<file path="config.mk">
export PLATFORM = sky130hd
export DESIGN_NAME = ifetch_queue
export DESIGN_NICKNAME = d
export VERILOG_FILES = /design/src/rtl/ifq_pkg.sv /design/src/rtl/ifq_fifo.sv /design/src/rtl/ifetch_queue.sv
export SDC_FILE = /design/constraint.sdc
export NUM_CORES = 1
export LEC_CHECK = 0
export CORE_MARGIN = 5
export CORE_UTILIZATION = 33
export CTS_CLUSTER_SIZE = 14
export DETAILED_ROUTE_END_ITERATION = 6
export PLACE_DENSITY = 0.5
export SETUP_SLACK_MARGIN = 0.3
export SLEW_MARGIN = 20
export SYNTH_ARGS = -nofsm -noshare
export SYNTH_HDL_FRONTEND = slang
export SYNTH_SLANG_ARGS = --single-unit
</file>
<file path="constraint.sdc">
create_clock -name clk -period 3.43 [get_ports clk]
set_input_delay 0.5145 -clock clk [delete_from_list [all_inputs] [get_ports clk]]
set_output_delay 0.5145 -clock clk [all_outputs]
set_load 0.01 [all_outputs]
</file>
<file path="src/rtl/ifq_pkg.sv">
// Shared types and sizing helpers for the instruction-fetch queue.
package ifq_pkg;

    typedef enum logic {
        IFQ_IDLE,
        IFQ_RUN
    } ifq_state_t;

    localparam int IFQ_PC_W    = 11;
    localparam int IFQ_INSTR_W = 32;
    localparam int IFQ_DEPTH   = 4;

    function automatic int ifq_ptr_w(input int depth);
        return $clog2(depth);
    endfunction

    function automatic int ifq_cnt_w(input int depth);
        return $clog2(depth) + 1;
    endfunction

endpackage

</file>
<file path="src/rtl/ifq_fifo.sv">
// Circular buffer of {pc, instr} entries; flush wins over push.
// Head outputs hold their last value while the buffer is empty.
module ifq_fifo
    import ifq_pkg::*;
#(
    parameter  int PC_W    = IFQ_PC_W,
    parameter  int INSTR_W = IFQ_INSTR_W,
    parameter  int DEPTH   = IFQ_DEPTH,
    localparam int PTR_W   = ifq_ptr_w(DEPTH),
    localparam int CNT_W   = ifq_cnt_w(DEPTH)
) (
    input  logic               clk,
    input  logic               rst_n,
    input  logic               push,
    input  logic [PC_W-1:0]    push_pc,
    input  logic [INSTR_W-1:0] push_instr,
    input  logic               pop,
    input  logic               flush,
    output logic [CNT_W-1:0]   count,
    output logic               empty,
    output logic [PC_W-1:0]    head_pc,
    output logic [INSTR_W-1:0] head_instr
);

    logic [PC_W-1:0]    pc_mem    [DEPTH];
    logic [INSTR_W-1:0] instr_mem [DEPTH];

    logic [PTR_W-1:0]   wr_ptr_q, wr_ptr_d;
    logic [PTR_W-1:0]   rd_ptr_q, rd_ptr_d;
    logic [CNT_W-1:0]   count_q, count_d;
    logic [PC_W-1:0]    hold_pc_q, hold_pc_d;
    logic [INSTR_W-1:0] hold_instr_q, hold_instr_d;

    logic wr_en;

    assign wr_en = push && !flush;
    assign empty = (count_q == '0);
    assign count = count_q;

    always_comb begin
        wr_ptr_d = wr_ptr_q;
        rd_ptr_d = rd_ptr_q;
        count_d  = count_q;
        if (flush) begin
            wr_ptr_d = '0;
            rd_ptr_d = '0;
            count_d  = '0;
        end else begin
            if (push) wr_ptr_d = wr_ptr_q + PTR_W'(1);
            if (pop)  rd_ptr_d = rd_ptr_q + PTR_W'(1);
            count_d = count_q + CNT_W'(push) - CNT_W'(pop);
        end
    end

    always_comb begin
        head_pc    = hold_pc_q;
        head_instr = hold_instr_q;
        if (!empty) begin
            head_pc    = pc_mem[rd_ptr_q];
            head_instr = instr_mem[rd_ptr_q];
        end
        hold_pc_d    = head_pc;
        hold_instr_d = head_instr;
    end

    always_ff @(posedge clk) begin
        if (wr_en) begin
            pc_mem[wr_ptr_q]    <= push_pc;
            instr_mem[wr_ptr_q] <= push_instr;
        end
    end

    always_ff @(posedge clk or negedge rst_n) begin
        if (!rst_n) begin
            wr_ptr_q     <= '0;
            rd_ptr_q     <= '0;
            count_q      <= '0;
            hold_pc_q    <= '0;
            hold_instr_q <= '0;
        end else begin
            wr_ptr_q     <= wr_ptr_d;
            rd_ptr_q     <= rd_ptr_d;
            count_q      <= count_d;
            hold_pc_q    <= hold_pc_d;
            hold_instr_q <= hold_instr_d;
        end
    end

endmodule

</file>
<file path="src/rtl/ifetch_queue.sv">
// Prefetching PC generator feeding a DEPTH-entry instruction queue,
// with redirect/halt flush and discard of in-flight RAM reads.
module ifetch_queue
    import ifq_pkg::*;
#(
    parameter  int PC_W    = IFQ_PC_W,
    parameter  int INSTR_W = IFQ_INSTR_W,
    parameter  int DEPTH   = IFQ_DEPTH,
    localparam int CNT_W   = ifq_cnt_w(DEPTH)
) (
    input  logic               clk,
    input  logic               rst_n,
    input  logic               start,
    input  logic [PC_W-1:0]    start_pc,
    input  logic               halt,
    input  logic               redirect,
    input  logic [PC_W-1:0]    redirect_pc,
    output logic               imem_rd,
    output logic [PC_W-1:0]    imem_addr,
    input  logic [INSTR_W-1:0] imem_data,
    output logic               out_valid,
    output logic [INSTR_W-1:0] out_instr,
    output logic [PC_W-1:0]    out_pc,
    input  logic               out_ready,
    output logic               waiting,
    output logic [CNT_W-1:0]   count
);

    localparam int OCC_W = CNT_W + 1;

    ifq_state_t state_q, state_d;

    logic [PC_W-1:0] fetch_pc_q, fetch_pc_d;
    logic [PC_W-1:0] tag_q, tag_d;
    logic            inflight_q, inflight_d;
    logic            kill_q, kill_d;

    logic             run;
    logic             pop;
    logic             flush;
    logic             issue;
    logic             push;
    logic             fifo_empty;
    logic [OCC_W-1:0] occ;

    assign run   = (state_q == IFQ_RUN);
    assign pop   = out_valid && out_ready;
    assign flush = run && (halt || redirect);

    // Occupancy after this cycle's pop, counting the read still in flight.
    assign occ   = OCC_W'(count) + OCC_W'(inflight_q) - OCC_W'(pop);
    assign issue = run && !flush && (occ < OCC_W'(DEPTH));

    // A response is dropped if a flush lands on it or preceded it.
    assign push  = inflight_q && !kill_q && !flush;

    assign imem_rd   = issue;
    assign imem_addr = fetch_pc_q;
    assign out_valid = !fifo_empty;
    assign waiting   = !run;

    always_comb begin
        state_d    = state_q;
        fetch_pc_d = fetch_pc_q;
        unique case (state_q)
            IFQ_IDLE: begin
                if (start) begin
                    state_d    = IFQ_RUN;
                    fetch_pc_d = start_pc;
                end
            end
            IFQ_RUN: begin
                if (halt) begin
                    state_d = IFQ_IDLE;
                end else if (redirect) begin
                    fetch_pc_d = redirect_pc;
                end else if (issue) begin
                    fetch_pc_d = fetch_pc_q + PC_W'(1);
                end
            end
            default: state_d = IFQ_IDLE;
        endcase
    end

    always_comb begin
        inflight_d = issue;
        tag_d      = issue ? fetch_pc_q : tag_q;
        kill_d     = kill_q;
        if (issue) begin
            kill_d = 1'b0;
        end else if (flush) begin
            kill_d = 1'b1;
        end
    end

    always_ff @(posedge clk or negedge rst_n) begin
        if (!rst_n) begin
            state_q    <= IFQ_IDLE;
            fetch_pc_q <= '0;
            tag_q      <= '0;
            inflight_q <= 1'b0;
            kill_q     <= 1'b0;
        end else begin
            state_q    <= state_d;
            fetch_pc_q <= fetch_pc_d;
            tag_q      <= tag_d;
            inflight_q <= inflight_d;
            kill_q     <= kill_d;
        end
    end

    ifq_fifo #(
        .PC_W    (PC_W),
        .INSTR_W (INSTR_W),
        .DEPTH   (DEPTH)
    ) u_fifo (
        .clk        (clk),
        .rst_n      (rst_n),
        .push       (push),
        .push_pc    (tag_q),
        .push_instr (imem_data),
        .pop        (pop),
        .flush      (flush),
        .count      (count),
        .empty      (fifo_empty),
        .head_pc    (out_pc),
        .head_instr (out_instr)
    );

endmodule

</file>
After elaboration in Yosys (flattened, before gate mapping)
Memory sizes are Yosys's and may differ from the RTL's.
Cells that the tools add are included.
{"block": "word_totals", "register_bits": 75, "mem_bits_rw": 172, "out_inout_bits": 60, "mem_count": 2}
{"block": "op_classes", "addsub": 7, "n_lt_le_gt_ge": 1, "n_eq_ne": 3, "mux": 19, "bitwise_logic": 1, "n_reduce_logical": 17}
{"memory": "u_fifo.instr_mem", "depth": 4, "word_bits": 32, "rd": 1, "rd_ports_with_merged_regs": 0, "write_ports": 1, "line_no": "ifq_fifo.sv:26", "text": "logic [INSTR_W-1:0] instr_mem [DEPTH];"}
{"memory": "u_fifo.pc_mem", "depth": 4, "word_bits": 11, "rd": 1, "rd_ports_with_merged_regs": 0, "write_ports": 1, "line_no": "ifq_fifo.sv:25", "text": "logic [PC_W-1:0] pc_mem [DEPTH];"}
{"operator": "11-bit two-way mux", "n": 5}
{"operator": "32-bit two-way mux", "n": 1}
{"operator": "11-bit case mux with 2 select lines", "n": 1}
{"operator": "11-bit by 1-bit adder with 11-bit output (second input constant)", "n": 1}
{"operator": "2-bit two-way mux", "n": 4}
{"operator": "1-bit logical AND", "n": 7}
{"operator": "1-bit two-way mux", "n": 6}
{"operator": "2-bit nonzero test", "n": 3}
{"operator": "2-bit by 1-bit adder with 2-bit output (second input constant)", "n": 2}
{"operator": "3-bit by 1-bit adder with 4-bit output", "n": 1}
{"operator": "1-bit logical NOT", "n": 4}
{"operator": "4-bit by 3-bit less-than comparator with 1-bit output (second input constant)", "n": 1}
{"operator": "2-bit inequality test (second input constant)", "n": 2}
{"operator": "4-bit by 1-bit subtractor with 4-bit output", "n": 1}
{"operator": "3-bit by 1-bit adder with 3-bit output", "n": 1}
{"operator": "3-bit logical NOT", "n": 1}
{"operator": "3-bit two-way mux", "n": 1}
{"operator": "3-bit by 2-bit inequality test with 1-bit output (second input constant)", "n": 1}
{"operator": "3-bit AND reduction", "n": 1}
{"operator": "3-bit by 1-bit subtractor with 3-bit output", "n": 1}
{"operator": "1-bit case mux with 2 select lines", "n": 1}
{"operator": "1-bit logical OR", "n": 1}
{"operator": "1-bit NOT", "n": 1}

Logic depth before layout (Yosys ltp)
{"block": "depth", "ltp_word": 10, "ltp_mapped": 12, "mapped_depth_nobuf": 10}

Modules after synthesis
A second synthesis with hierarchy kept.
{"block": "unflattened", "cells_unflattened": 516, "hier_area_um2": 9836.9}
{"module": "ifq_fifo", "instances": 1, "cells_each": 353, "area_each_um2": 8240.4, "seq_area_each_um2": 6416.2}
{"module": "ifetch_queue", "instances": 1, "cells_each": 163, "area_each_um2": 1596.5, "seq_area_each_um2": 625.6}

Worst setup path before layout
OpenSTA, ideal clock, no wires.
{"block": "synth_path", "path_type": "register to output", "start": "register u_fifo.count_q[0], in the netlist u_fifo.count[0]", "end": "output imem_rd", "t_arrival_ns": 2.607, "path_slack_ns": 0.309, "path_stages_with_launch": 12, "path_buffers": 2, "path_cell_list": "dfrtp_1 or3_1 clkbuf_1 and2_1 ha_1 inv_1 ha_1 nor4bb_1 o31ai_1 nand4_1 nor3_4 buf_6"}
{"block": "synth_via", "elab_chain_len": 6}
{"item": "from (decl)", "line_no": "ifq_fifo.sv:30", "text": "logic [CNT_W-1:0] count_q, count_d;"}
{"item": "from (signal assigned)", "line_no": "ifq_fifo.sv:83", "text": "count_q <= count_d;"}
{"item": "branches (longest 3 deep; another with 3-bit by 1-bit adder with 4-bit output)"}
{"item": "4-bit by 1-bit subtractor with 4-bit output *", "line_no": "ifetch_queue.sv:51", "text": "assign occ = OCC_W'(count) + OCC_W'(inflight_q) - OCC_W'(pop);"}
{"item": "4-bit by 3-bit less-than comparator with 1-bit output *", "line_no": "ifetch_queue.sv:52", "text": "assign issue = run && !flush && (occ < OCC_W'(DEPTH));"}
{"item": "1-bit logical AND *", "line_no": "ifetch_queue.sv:52"}
{"item": "to (decl)", "line_no": "ifetch_queue.sv:18", "text": "output logic imem_rd,"}
Mark *: on every way between the ends.

Final worst setup path
{"block": "layout_path", "start": "register u_fifo.count_q[1], in the netlist u_fifo.count[1]", "end": "output imem_rd"}
Same word-level chain as after synthesis.

==> metrics.cfg <==
[worst_setup_path]
critPathMaxFanout = 2
crit_end = imem_rd
r2r_start = u_fifo.count[1]$_DFF_PN0_
crit_required_ns = 2.92
r2r-end = imem_addr[9]$_DFFE_PN0P_
arrival_ns = 2.80
cp-startpoint = u_fifo.count[1]$_DFF_PN0_
r2r.worst_path.cells = 17
critPathCaptureType = output port
critPathKind = flip-flop to output port
worstSetupStartpointType = flip-flop
reg2reg_slack_ns = 0.18

[floorplanning]
initial_core_util_pct = 33.58
die_h_um = 181.1
io_pins = 120
core_um2 = 28780
chipWidth_um = 181.1
dieArea_um2 = 32810
fp-row-count = 62

[timing]
min_period_over_period_pct = 96.64
finClkSkew_ns = 0.005593
max_slew_margin_pct = 49.60
timing.hold.ws_ns = 0.04396
finalCriticalPeriod_ns = 3.315
rsz0062_at_grt = true
slew_violations = 0
finalHoldViolCount = 0
setup_violations = 0
timing.fmax_mhz = 301.7
tightestPinTransition_ns = 0.7560

[power_and_ir_drop]
p_total_mw = 10.93
ir_drop_mv = 0.4477
power.density_nw_per_um2 = 863.4
p_leak_nw = 4.567

[placed_design]
io_buffers = 119
dp.cells = 1009
gp_congestion = 0.7947
dp_hpwl_mm = 12.29

[synthesis]
synthDistinctLibCells = 49
yosysSeqAreaShare_pct = 72.85
synth_top_area_share_pct = 53.44
ys.warnings.count = 0
synth_fp_nets = 580
netlist_area_um2 = 9666
synth.area.top_cells = edfxtp_1 (53%), dfrtp_1 (19%), mux4_2 (10%), mux2_2 (5.4%), ha_1 (1.3%)
async_flop_share_pct = 30.36
synthTopCellsByCount = edfxtp_1 (172), dfrtp_1 (75), mux2_2 (46), mux4_2 (43), nor2_1 (20)
synth_edf_count = 172
syn_area_per_cell_um2 = 18.99
yosysMostFrequentCell = edfxtp_1
syn_inst = 509
ys_ff_latch = 247
ys.flop_type = edfxtp_1
yosys.area.top_type = edfxtp_1

[final_layout]
fillers = 2560
layout.nets = 747
drive_gt1_share_pct = 28.94
area_growth_pct = 30.98
instances_no_fill = 1083

[drt]
wl_per_cell_um = 19.06
vias = 5147
drt_wl_total_mm = 20.65
routed_via_density = 4.753
drtPass1Iterations = 4
drt_drc_violations_left = 0
dr.first_iter.drc_count = 222
antenna_left = 0

[grt]
grt_max_degree = 51
gr-total-overflow = 0
antenna_found_initial = 0
grt_first_pass_wirelength_mm = 32.49
grt_use_total_pct = 12.40
grt_pass1_vias = 5670

[clock_tree]
cts.clk_slew.worst_paths_ns = 0.06
clock_latency_ns = 0.52
cts-root-buf = clkbuf_16
cts_made_buffers = 28
cts_tree = yes
clkSinkCount = 247
clockBufferDepth = 3
hold_buffers = 0
htreeDepth = 1

[job]
maxCapViolCount = 0

[worst_hold_path]
hp-class = input port to asynchronous set/reset pin

[run_status]
run_status = finished clean

[timing repair]
item | in CTS | in global routing
buffers inserted | 15 | 4
gates cloned | 1 | 1
pin swaps | 7 | 8
setup endpoints to repair | 44 | 44
gates resized for setup | 28 | 24
[stage by stage]
stage                     TNS [ns]  utilization, %  area (um^2)  setup slack (ns)
after floorplan                  0               -         9666            0.3089
after global placement    -0.01304           39.69        11420          -0.01304
after detailed placement   -0.1322           39.69        11420           -0.1322
after CTS                        0           43.60        12550           0.04886
after global routing             0           43.98        12660          0.007961
final                            0           43.99        12660            0.1153
[cells in the final DEF, fill, tap and decap left out, types with 3 or more instances in the layout]
| cell | n |
|---|---|
| clkinv_2 | 7 |
| and2_2 | 4 |
| ha_1 | 8 |
| inv_1 | 11 |
| dlymetal6s2s_1 | 10 |
| nand3_1 | 4 |
| xnor2_1 | 6 |
| buf_6 | 8 |
| clkbuf_8 | 4 |
| clkbuf_1 | 6 |
| clkdlybuf4s50_1 | 93 |
| clkbuf_16 | 30 |
| dfrtp_1 | 73 |
| mux4_2 | 43 |
| edfxtp_1 | 172 |
| nand2_1 | 7 |
| buf_4 | 26 |
| mux2_2 | 46 |
| dlygate4sd2_1 | 14 |
| o21ai_1 | 3 |
| nor3_1 | 6 |
| nor2_1 | 20 |
| mux2_1 | 9 |
| nor2b_1 | 5 |
| a21oi_1 | 8 |
| o21ai_0 | 15 |
| buf_12 | 6 |
[worst min-delay path by stage]
stage          slack [ns]                           endpoint
2_1_floorplan        0.22           imem_addr[0]$_DFFE_PN0P_
3_3_place_gp         0.48      u_fifo.hold_pc_q[8]$_DFF_PN0_
3_5_place_dp         0.49  u_fifo.hold_instr_q[15]$_DFF_PN0_
4_1_cts              0.09  u_fifo.hold_instr_q[11]$_DFF_PN0_
5_1_grt              0.12  u_fifo.hold_instr_q[11]$_DFF_PN0_
6_report             0.04  u_fifo.hold_instr_q[11]$_DFF_PN0_
[metal layers]
layer	track usage [%]	part of all wire [%]
met5	0	0
met4	2.642	1.5
met3	2.795	5.5
met2	20.60	48
met1	16.83	45
[flip-flops by register name, summed over array words and instances, names as in the netlist, 2 cells and up]
register	flops
u_fifo.wr_ptr_q	2
u_fifo.rd_ptr_q	2
u_fifo.hold_pc_q	11
u_fifo.hold_instr_q	32
u_fifo.instr_mem	128
u_fifo.pc_mem	44
imem_addr	11
tag_q	11
u_fifo.count	3
[cell type report]
| cell class | count | area, um^2 | area share (%) |
|---|---|---|---|
| flip-flops and latches | 247 | 7047 | 55.66 |
| multi-input cells | 226 | 2529 | 19.97 |
| repair buffers | 160 | 1627 | 12.85 |
| clock buffers | 40 | 828.3 | 6.543 |
| well taps | 384 | 480.5 | 3.795 |
| clock inverters | 12 | 95.09 | 0.7511 |
| inverters | 13 | 51.30 | 0.4052 |
| diodes | 1 | 2.502 | 0.01977 |
[where the power goes]
| part | leakage [nW] | internal (mW) | switching, mW | total, mW |
|---|---|---|---|---|
| sequential | 2.44 | 3.72 | 0.297 | 4.02 |
| clock | 0.456 | 1.76 | 1.13 | 2.89 |
| combinational | 1.67 | 2.30 | 1.72 | 4.02 |
[worst max-delay path: stages, from the launching register on]
cell      delay (ns)
dfrtp_1         0.37
or3_4           0.40
and2_4          0.16
ha_4            0.17
inv_4           0.05
ha_4            0.19
nor4bb_4        0.15
or4_4           0.43
nand4_1         0.16
nor3_4          0.05
buf_2           0.14
[logic make-up (layout without fill, tap and decap cells)]
| kind of cell | count (synthesis) | after routing | synth area share (%) |
|---|---|---|---|
| flip-flops | 247 | 247 | 72.85 |
| AND/OR/NAND/NOR | 61 | 61 | 3.353 |
| adder cells (fa/ha/maj) | 11 | 11 | 1.502 |
| other | 0 | 1 | 0 |
| AO/OA/AOI/OAI | 44 | 44 | 2.848 |
| buffers and inverters | 36 | 225 | 1.773 |
| XOR/XNOR | 8 | 8 | 0.7249 |
| multiplexers | 102 | 102 | 16.95 |
(Power assumes the default switching activity.)
